<file path="src/rtl/i8080_pkg.sv">
// Shared command and state encodings for the 8080 address counters (PC, SP)
// and the control unit that drives them.
package i8080_pkg;

    typedef enum logic [2:0] {
        CMD_NOP  = 3'd0,
        CMD_INC  = 3'd1,
        CMD_DEC  = 3'd2,
        CMD_SET  = 3'd3,
        CMD_LOAD = 3'd4,
        CMD_OUT  = 3'd5
    } cmd_e;

    typedef enum logic [1:0] {
        ST_IDLE = 2'd0,
        ST_LOAD = 2'd1,
        ST_OUT  = 2'd2
    } state_e;

endpackage

</file>
<file path="src/rtl/addr_counter.sv">
// Address counter with INC/DEC/SET and byte-serial LOAD/OUT over a DATA_W bus.
// Instantiated as both PC and SP; the command set used is up to the caller.
//
// state   | meaning
// ST_IDLE | ready for a command; INC/DEC/SET complete here in one cycle
// ST_LOAD | collecting bytes LSB first; idx_q == NBYTES is the done cycle
// ST_OUT  | presenting snapshot bytes LSB first on dat_o
module addr_counter
    import i8080_pkg::*;
#(
    parameter int              ADDR_W    = 16,
    parameter int              DATA_W    = 8,
    parameter logic [ADDR_W-1:0] RESET_VAL = '0
) (
    input  logic              clk50M_i,
    input  logic              rst_i,
    input  logic              cmd_valid_i,
    input  logic [2:0]        cmd_i,
    output logic              ready_o,
    input  logic [ADDR_W-1:0] addr_i,
    input  logic [DATA_W-1:0] dat_i,
    input  logic              dat_valid_i,
    output logic [DATA_W-1:0] dat_o,
    output logic              dat_oe_o,
    input  logic              dat_ready_i,
    output logic [ADDR_W-1:0] addr_o,
    output logic              done_o
);

    localparam int NBYTES = ADDR_W / DATA_W;
    localparam int IDX_W  = $clog2(NBYTES + 1);

    if (ADDR_W == 0 || (ADDR_W % DATA_W) != 0) begin : g_bad_width
        $error("addr_counter: ADDR_W must be a nonzero multiple of DATA_W");
    end

    state_e              state_q, state_d;
    logic [IDX_W-1:0]    idx_q, idx_d;
    logic [ADDR_W-1:0]   addr_q, addr_d;
    logic [ADDR_W-1:0]   shadow_q, shadow_d;
    logic [DATA_W-1:0]   dat_o_q, dat_o_d;
    logic                dat_oe_q, dat_oe_d;
    logic                done_q, done_d;
    logic [ADDR_W-1:0]   shift_in;
    cmd_e                cmd;

    assign cmd = cmd_e'(cmd_i);

    // Bytes enter at the top and move down, so after NBYTES beats byte 0 sits at the LSB.
    assign shift_in = (shadow_q >> DATA_W) | (ADDR_W'(dat_i) << (ADDR_W - DATA_W));

    always_comb begin
        state_d  = state_q;
        idx_d    = idx_q;
        addr_d   = addr_q;
        shadow_d = shadow_q;
        dat_o_d  = '0;
        dat_oe_d = 1'b0;
        done_d   = 1'b0;
        unique case (state_q)
            ST_IDLE: begin
                if (cmd_valid_i) begin
                    case (cmd)
                        CMD_INC: begin
                            addr_d = addr_q + ADDR_W'(1);
                            done_d = 1'b1;
                        end
                        CMD_DEC: begin
                            addr_d = addr_q - ADDR_W'(1);
                            done_d = 1'b1;
                        end
                        CMD_SET: begin
                            addr_d = addr_i;
                            done_d = 1'b1;
                        end
                        CMD_LOAD: begin
                            state_d  = ST_LOAD;
                            idx_d    = '0;
                            shadow_d = '0;
                        end
                        CMD_OUT: begin
                            state_d  = ST_OUT;
                            idx_d    = '0;
                            shadow_d = addr_q >> DATA_W;
                            dat_o_d  = addr_q[DATA_W-1:0];
                            dat_oe_d = 1'b1;
                        end
                        default: ;
                    endcase
                end
            end
            ST_LOAD: begin
                if (idx_q == IDX_W'(NBYTES)) begin
                    state_d = ST_IDLE;
                    idx_d   = '0;
                    done_d  = 1'b1;
                end else if (dat_valid_i) begin
                    shadow_d = shift_in;
                    idx_d    = idx_q + IDX_W'(1);
                    if (idx_q == IDX_W'(NBYTES - 1)) begin
                        addr_d = shift_in;
                    end
                end
            end
            ST_OUT: begin
                dat_o_d  = dat_o_q;
                dat_oe_d = 1'b1;
                if (dat_ready_i) begin
                    if (idx_q == IDX_W'(NBYTES - 1)) begin
                        state_d  = ST_IDLE;
                        idx_d    = '0;
                        dat_o_d  = '0;
                        dat_oe_d = 1'b0;
                        done_d   = 1'b1;
                    end else begin
                        idx_d    = idx_q + IDX_W'(1);
                        dat_o_d  = shadow_q[DATA_W-1:0];
                        shadow_d = shadow_q >> DATA_W;
                    end
                end
            end
            default: state_d = ST_IDLE;
        endcase
    end

    always_ff @(posedge clk50M_i) begin
        if (rst_i) begin
            state_q  <= ST_IDLE;
            idx_q    <= '0;
            addr_q   <= RESET_VAL;
            shadow_q <= '0;
            dat_o_q  <= '0;
            dat_oe_q <= 1'b0;
            done_q   <= 1'b0;
        end else begin
            state_q  <= state_d;
            idx_q    <= idx_d;
            addr_q   <= addr_d;
            shadow_q <= shadow_d;
            dat_o_q  <= dat_o_d;
            dat_oe_q <= dat_oe_d;
            done_q   <= done_d;
        end
    end

    assign ready_o  = (state_q == ST_IDLE);
    assign addr_o   = addr_q;
    assign dat_o    = dat_o_q;
    assign dat_oe_o = dat_oe_q;
    assign done_o   = done_q;

endmodule

</file>
<file path="config.mk">
export PLATFORM = sky130hd
export DESIGN_NAME = addr_counter
export DESIGN_NICKNAME = d
export VERILOG_FILES = /design/src/rtl/i8080_pkg.sv /design/src/rtl/addr_counter.sv
export SDC_FILE = /design/constraint.sdc
export NUM_CORES = 1
export LEC_CHECK = 0
export ABC_AREA = 1
export CAP_MARGIN = 25
export CORE_MARGIN = 4
export CORE_UTILIZATION = 58
export CTS_CLUSTER_DIAMETER = 40
export DETAILED_ROUTE_END_ITERATION = 6
export HOLD_SLACK_MARGIN = 0.12
export PLACE_DENSITY = 0.87
export SYNTH_ARGS = -nofsm -noshare
export SYNTH_HDL_FRONTEND = slang
export SYNTH_SLANG_ARGS = --single-unit
</file>
<file path="constraint.sdc">
create_clock -name clk50M_i -period 7.2 [get_ports clk50M_i]
set_clock_uncertainty 0.2 [all_clocks]
set_input_delay 1.08 -clock clk50M_i [delete_from_list [all_inputs] [get_ports clk50M_i]]
set_output_delay 1.08 -clock clk50M_i [all_outputs]
set_load 0.01 [all_outputs]
</file>
==> impl_metrics.json, run 1 <==
{
  "slew_headroom": 0.3310,
  "hold_buffers": 0,
  "cts_buffers": 5,
  "cts_root_buf": "clkbuf_8",
  "io_pins": 59,
  "synth-seq-cells": 46,
  "crit_required_ns": 7.20,
  "hold_viol_final": 0,
  "path_clk_slew_ns": 0.09,
  "slew_viol_final": 0,
  "tns_ns": 0,
  "multi_input_area_um2": 2003,
  "drive_above_1_share": 0.06034,
  "via_per_inst": 5.626,
  "core_region_area_um2": 5574,
  "cts.repair.resized": 0,
  "dr.pass1.iters": 5,
  "async_flop_share": 0,
  "cts_setup_buffers": 0,
  "clock_sinks": 46,
  "utilization": 0.7230,
  "grt_start_max_net_pins": 32,
  "drt_iter0_drc": 380,
  "rows": 27,
  "grt_pass1_vias": 3440,
  "power.density_nw_per_um2": 353.3,
  "grt_setup_unrepaired": "no",
  "wl_met2_um": 4463,
  "routedWlPerCell_um": 15.11,
  "endpoint_kind": "flop",
  "clockBufferDepth": 2,
  "syn_to_final_growth_pct": 19.92,
  "layout_setup_ws_ns": 3.392,
  "antenna_found_initial": 0,
  "clk_latency_ns": 0.30,
  "initial_utilization": 0.6029,
  "vias": 3668,
  "ant_nets": 0,
  "io_buffer_count": 58,
  "synthTopCellsByArea": "dfxtp_1, nand2_1, inv_1",
  "cts_tree": "yes",
  "hp-class": "reg2reg",
  "ys_warn_count": 0,
  "die_area_um2": 7076,
  "min_period_ns": 3.808,
  "critPathMostFrequentCell": "nand2_1",
  "top_layer": "met4",
  "critPathSlowestCell": "clkdlybuf4s50_1",
  "overflow": 0,
  "wl_met1_um": 4114,
  "worstMarginPinSlew_ns": 1.001,
  "syn_area_um2": 3361,
  "track_usage": 0.2772,
  "seq_area_frac_synth": 0.2740,
  "fp.dieW_um": 84.12,
  "synthTopCellsByCount": "nand2_1, inv_1, nor2_1",
  "final-setup-viol-count": 0,
  "min_period_over_period": 0.5288,
  "yosysTopAreaCellShare": 0.2740,
  "grt_pass1_wl_um": 16000,
  "leakagePower_nw": 1.870,
  "htreeDepth": 2,
  "diodes": 0,
  "fmax_ghz": 0.2626,
  "critPathArrivalTime_ns": 3.81,
  "ys_types": 40,
  "synth-edff-count": 0,
  "fin_nets": 630,
  "routed_wl_um": 9853,
  "seqCellArea_um2": 920.9,
  "syn_avg_cell_area_um2": 6.317,
  "worstSetupPathType": "in2reg",
  "fillerInstances": 482,
  "synth.most_common_cell": "nand2_1",
  "fp.dieH_um": 84.12,
  "place_worst_setup_slack_ns": 3.140,
  "run_status": "completed",
  "route.met3.wl_um": 869,
  "crit_path_max_fanout": 15,
  "vdd.ir_drop.worst_mv": 0.2438,
  "syn-num-nets": 583,
  "yosysTopAreaCell": "dfxtp_1",
  "synth_ff_type": "dfxtp_1",
  "crit_path_max_incr_delay_ns": 0.46,
  "place_congestion": 0.9151,
  "startpoint_type": "input port",
  "drv_cap": 0,
  "dp_hpwl_um": 7313,
  "drc_errors": 0,
  "synth_cells": 532,
  "crit_chain": "clkdlybuf4s50_1 -> inv_1 -> nor2_1 -> nand2_1 -> inv_1 -> ha_1 -> nand2_1 -> inv_1 -> a21oi_1 -> nand2_1 -> nand2_1 -> nand2_1 -> nand2_1 -> nand3_1 -> nand2_1 -> a21oi_1"
}
## final cells by class
type / instances / share of cell area
well taps: 72 / 0.02235
repair buffers: 60 / 0.1478
multi-input cells: 388 / 0.4970
clock buffers: 6 / 0.01801
flip-flops and latches: 46 / 0.2285
inverters: 78 / 0.07699
clock inverters: 2 / 0.009314
## critical path, delay by kind of cell
kind	cells	cell delay [ns]
buffers and inverters	4	1.04
and+or+nand+nor	9	1.02
adders and majority gates	1	0.40
AOI/OAI and AO/OA	2	0.26
## kinds of logic (layout without fill, tap and decap cells)
group	count (synthesis)	in the layout	synth area share
simple gates	255	255	0.3273
xor+xnor	4	4	0.01043
flops	46	46	0.2740
compound gates	110	110	0.1854
buf+inv	98	146	0.1299
fa+ha+maj	19	19	0.07297
## state kept, by name, summed over array words and instances, names as in the netlist
name	cells
addr_o	16
shadow_q	16
dat_o	8
idx_q	2
state_q	2
dat_oe_o	1
done_o	1
## metal layers
layer	vias up	track usage
li1	1798	-
met1	1641	0.3553
met2	188	0.4369
met3	41	0.05824
met4	0	0.1447
met5	-	0
## power by group
| group | total (mW) | switching, mW | internal [mW] |
|---|---|---|---|
| combinational | 0.788 | 0.492 | 0.296 |
| sequential | 0.440 | 0.0981 | 0.342 |
| clock | 0.196 | 0.0923 | 0.104 |
## stage by stage
stage                     instances  total power [mW]  hold WS (ns)  cell area, um2
after floorplan                 532            0.9940        0.2533            3361
after global placement          644             1.188        0.2551            3920
after detailed placement        644             1.208        0.2536            3920
after CTS                       652             1.409        0.2672            4030
after global routing            652             1.524        0.2926            4030
final                           652             1.424        0.2656            4030
## path summary, 6_finish.rpt
| kind | from | to | slack, ns | cells past startpoint |
|---|---|---|---|---|
| setup / recovery | cmd_i[1] | addr_o[15] | 3.39 | 16 |
| setup reg to reg | state_q[1] | addr_o[8] | 4.69 | 11 |
| hold reg to reg | dat_o[4] | dat_o[4] | 0.27 | 2 |
| hold / removal | dat_o[4] | dat_o[4] | 0.27 | 2 |
## cell usage in the layout (no fill, tap or decap), types with 2 or more instances in the layout
cell / Yosys / layout
nand2_1: 133 / 133
inv_1: 70 / 70
nor2_1: 60 / 60
clkdlybuf4s50_1: 0 / 58
dfxtp_1: 46 / 46
a21oi_1: 43 / 43
o21ai_0: 40 / 40
nand3_1: 35 / 35
ha_1: 18 / 18
nor2_2: 11 / 11
a32o_1: 7 / 7
o21ai_1: 5 / 5
a211oi_1: 5 / 5
o211ai_1: 5 / 5
clkbuf_8: 0 / 5
inv_2: 4 / 4
nor3_1: 4 / 4
xnor2_1: 3 / 3
or2_2: 2 / 2
nor2_4: 2 / 2
nand3b_1: 2 / 2
clkinv_1: 2 / 2
a31oi_1: 2 / 2
buf_4: 2 / 2
(Power assumes the default switching activity.)
==> inputs of run 2 (changes only) <==
- CORE_UTILIZATION: 58 -> 48
- PLACE_DENSITY: 0.87 -> 0.77
- clock period: 7.2 -> 3.3 ns (I/O delays scaled with it)
==> impl_metrics.json, run 2 (synthesized netlist as in run 1, its figures left out) <==
{
  "routedWlPerCell_um": 13.93,
  "htreeDepth": 2,
  "via_per_inst": 5.282,
  "cts.repair.resized": 0,
  "utilization": 0.5985,
  "layout_commonest_cell": "nand2_1",
  "critPathArrivalTime_ns": 2.95,
  "antenna_found_initial": 0,
  "grt_setup_unrepaired": "no",
  "dp_hpwl_um": 7372,
  "grt_start_max_net_pins": 30,
  "cts_root_buf": "clkbuf_8",
  "core_region_area_um2": 6794,
  "clk_latency_ns": 0.30,
  "crit_required_ns": 3.30,
  "clock_sinks": 46,
  "ant_nets": 0,
  "hold_ws_ns": 0.2693,
  "final_cell_mix": "nand2_1, inv_1, nor2_1, clkdlybuf4s50_1, dfxtp_1",
  "worstSetupPathType": "in2reg",
  "fp.dieW_um": 91.68,
  "fillerInstances": 669,
  "min_period_over_period": 0.8941,
  "crit_path_max_fanout": 8,
  "grt_pass1_wl_um": 15620,
  "slew_headroom": 0.5230,
  "reg2reg_depth": 9,
  "diodes": 0,
  "syn_to_final_growth_pct": 21.00,
  "worstMarginPinSlew_ns": 0.7148,
  "seqCellArea_um2": 920.9,
  "vdd.ir_drop.worst_mv": 0.4826,
  "total_power_mw": 2.980,
  "cts_tree": "yes",
  "path_clk_slew_ns": 0.09,
  "drive_above_1_share": 0.06678,
  "multi_input_area_um2": 2003,
  "clockBufferDepth": 2,
  "crit_path_max_incr_delay_ns": 0.46,
  "rows": 30,
  "run_status": "completed",
  "crit_chain": "clkdlybuf4s50_1 -> inv_1 -> nor2_1 -> nand2_1 -> inv_1 -> buf_4 -> ha_1 -> nand2_1 -> inv_1 -> nand2_1 -> nand2_1 -> a21oi_1 -> nand2_1 -> nand2_1 -> nand3_1 -> nand2_1 -> a21oi_1",
  "startpoint_type": "input port",
  "hold_viol_final": 0,
  "power.density_nw_per_um2": 732.8,
  "initial_utilization": 0.4947,
  "critPathMostFrequentCell": "nand2_1",
  "endpoint_kind": "flop",
  "final_cells": 680,
  "drv_cap": 0,
  "tns_ns": 0,
  "min_period_ns": 2.951,
  "reg2reg_slack_ns": 0.92,
  "vias": 3592,
  "dr.pass1.iters": 5,
  "overflow": 0,
  "grt_pass1_vias": 3383,
  "routed_wl_um": 9471,
  "hold_buffers": 0,
  "hp-class": "reg2reg",
  "critPathSlowestCell": "clkdlybuf4s50_1",
  "cts_setup_buffers": 0,
  "die_area_um2": 8404,
  "track_usage": 0.2262,
  "fmax_ghz": 0.3389,
  "io_buffer_count": 58,
  "leakagePower_nw": 1.884,
  "dp.cells": 672,
  "cts_buffers": 5,
  "final-setup-viol-count": 0,
  "io_pins": 59,
  "holdPathStages": 2,
  "fin_nets": 634,
  "drc_errors": 0,
  "drt_iter0_drc": 255,
  "fp.dieH_um": 91.68,
  "place_congestion": 0.9237,
  "slew_viol_final": 0
}
-- run 2: cell types whose count changed in the layout (fill, tap and decap cells not counted), sizes merged --
cell | before | now
buf | 2 | 6
bufinv | 1 | 0
clkinvlp | 1 | 0
clkinv | 3 | 5
-- run 2: power by group --
| group | switching, mW | internal [mW] |
|---|---|---|
| clock | 0.197 | 0.150 |
| combinational | 1.02 | 0.649 |
| sequential | 0.215 | 0.746 |
-- run 2: through the flow --
stage          worst slack [ns]  area, um2
3_5_place_dp            0.07003       3980
2_1_floorplan            0.7336       3361
6_report                 0.3494       4066
5_1_grt                  0.1127       4066
3_3_place_gp             0.1180       3980
4_1_cts                  0.3782       4066
-- run 2: worst paths after layout --
kind,startpoint,end
worst max-delay path,cmd_i[1],addr_o[13]
worst min-delay path,dat_o[2],dat_o[2]
worst max register to register,state_q[1],shadow_q[14]
worst min register to register,dat_o[2],dat_o[2]
-- run 2: critical path: cells and delay by family --
family,cells,cell delay (ns)
adder cells (fa/ha/maj),1,0.31
AO/OA/AOI/OAI,2,0.24
AND/OR/NAND/NOR,9,0.85
buffers and inverters,5,1.06
-- run 2: cell type report --
| cell class | instances | area share |
|---|---|---|
| Clock buffer | 6 | 0.01785 |
| Timing Repair Buffer | 64 | 0.1538 |
| Sequential cell | 46 | 0.2265 |
| Tap cell | 96 | 0.02954 |
| Clock inverter | 2 | 0.003385 |
| Inverter | 78 | 0.07631 |
| Multi-Input combinational cell | 388 | 0.4926 |
-- run 2: per-layer routing --
| layer | part of all wire | GRT usage |
|---|---|---|
| met3 | 0.060 | 0.04184 |
| met1 | 0.44 | 0.2885 |
| met4 | 0.032 | 0.08920 |
| met5 | 0 | 0 |
| met2 | 0.47 | 0.3761 |
==> inputs of run 3 (changes only) <==
- SLEW_MARGIN: default -> 30
==> results of run 3 <==
Same layout as run 2: the final DEF is identical, and so are final timing and power.
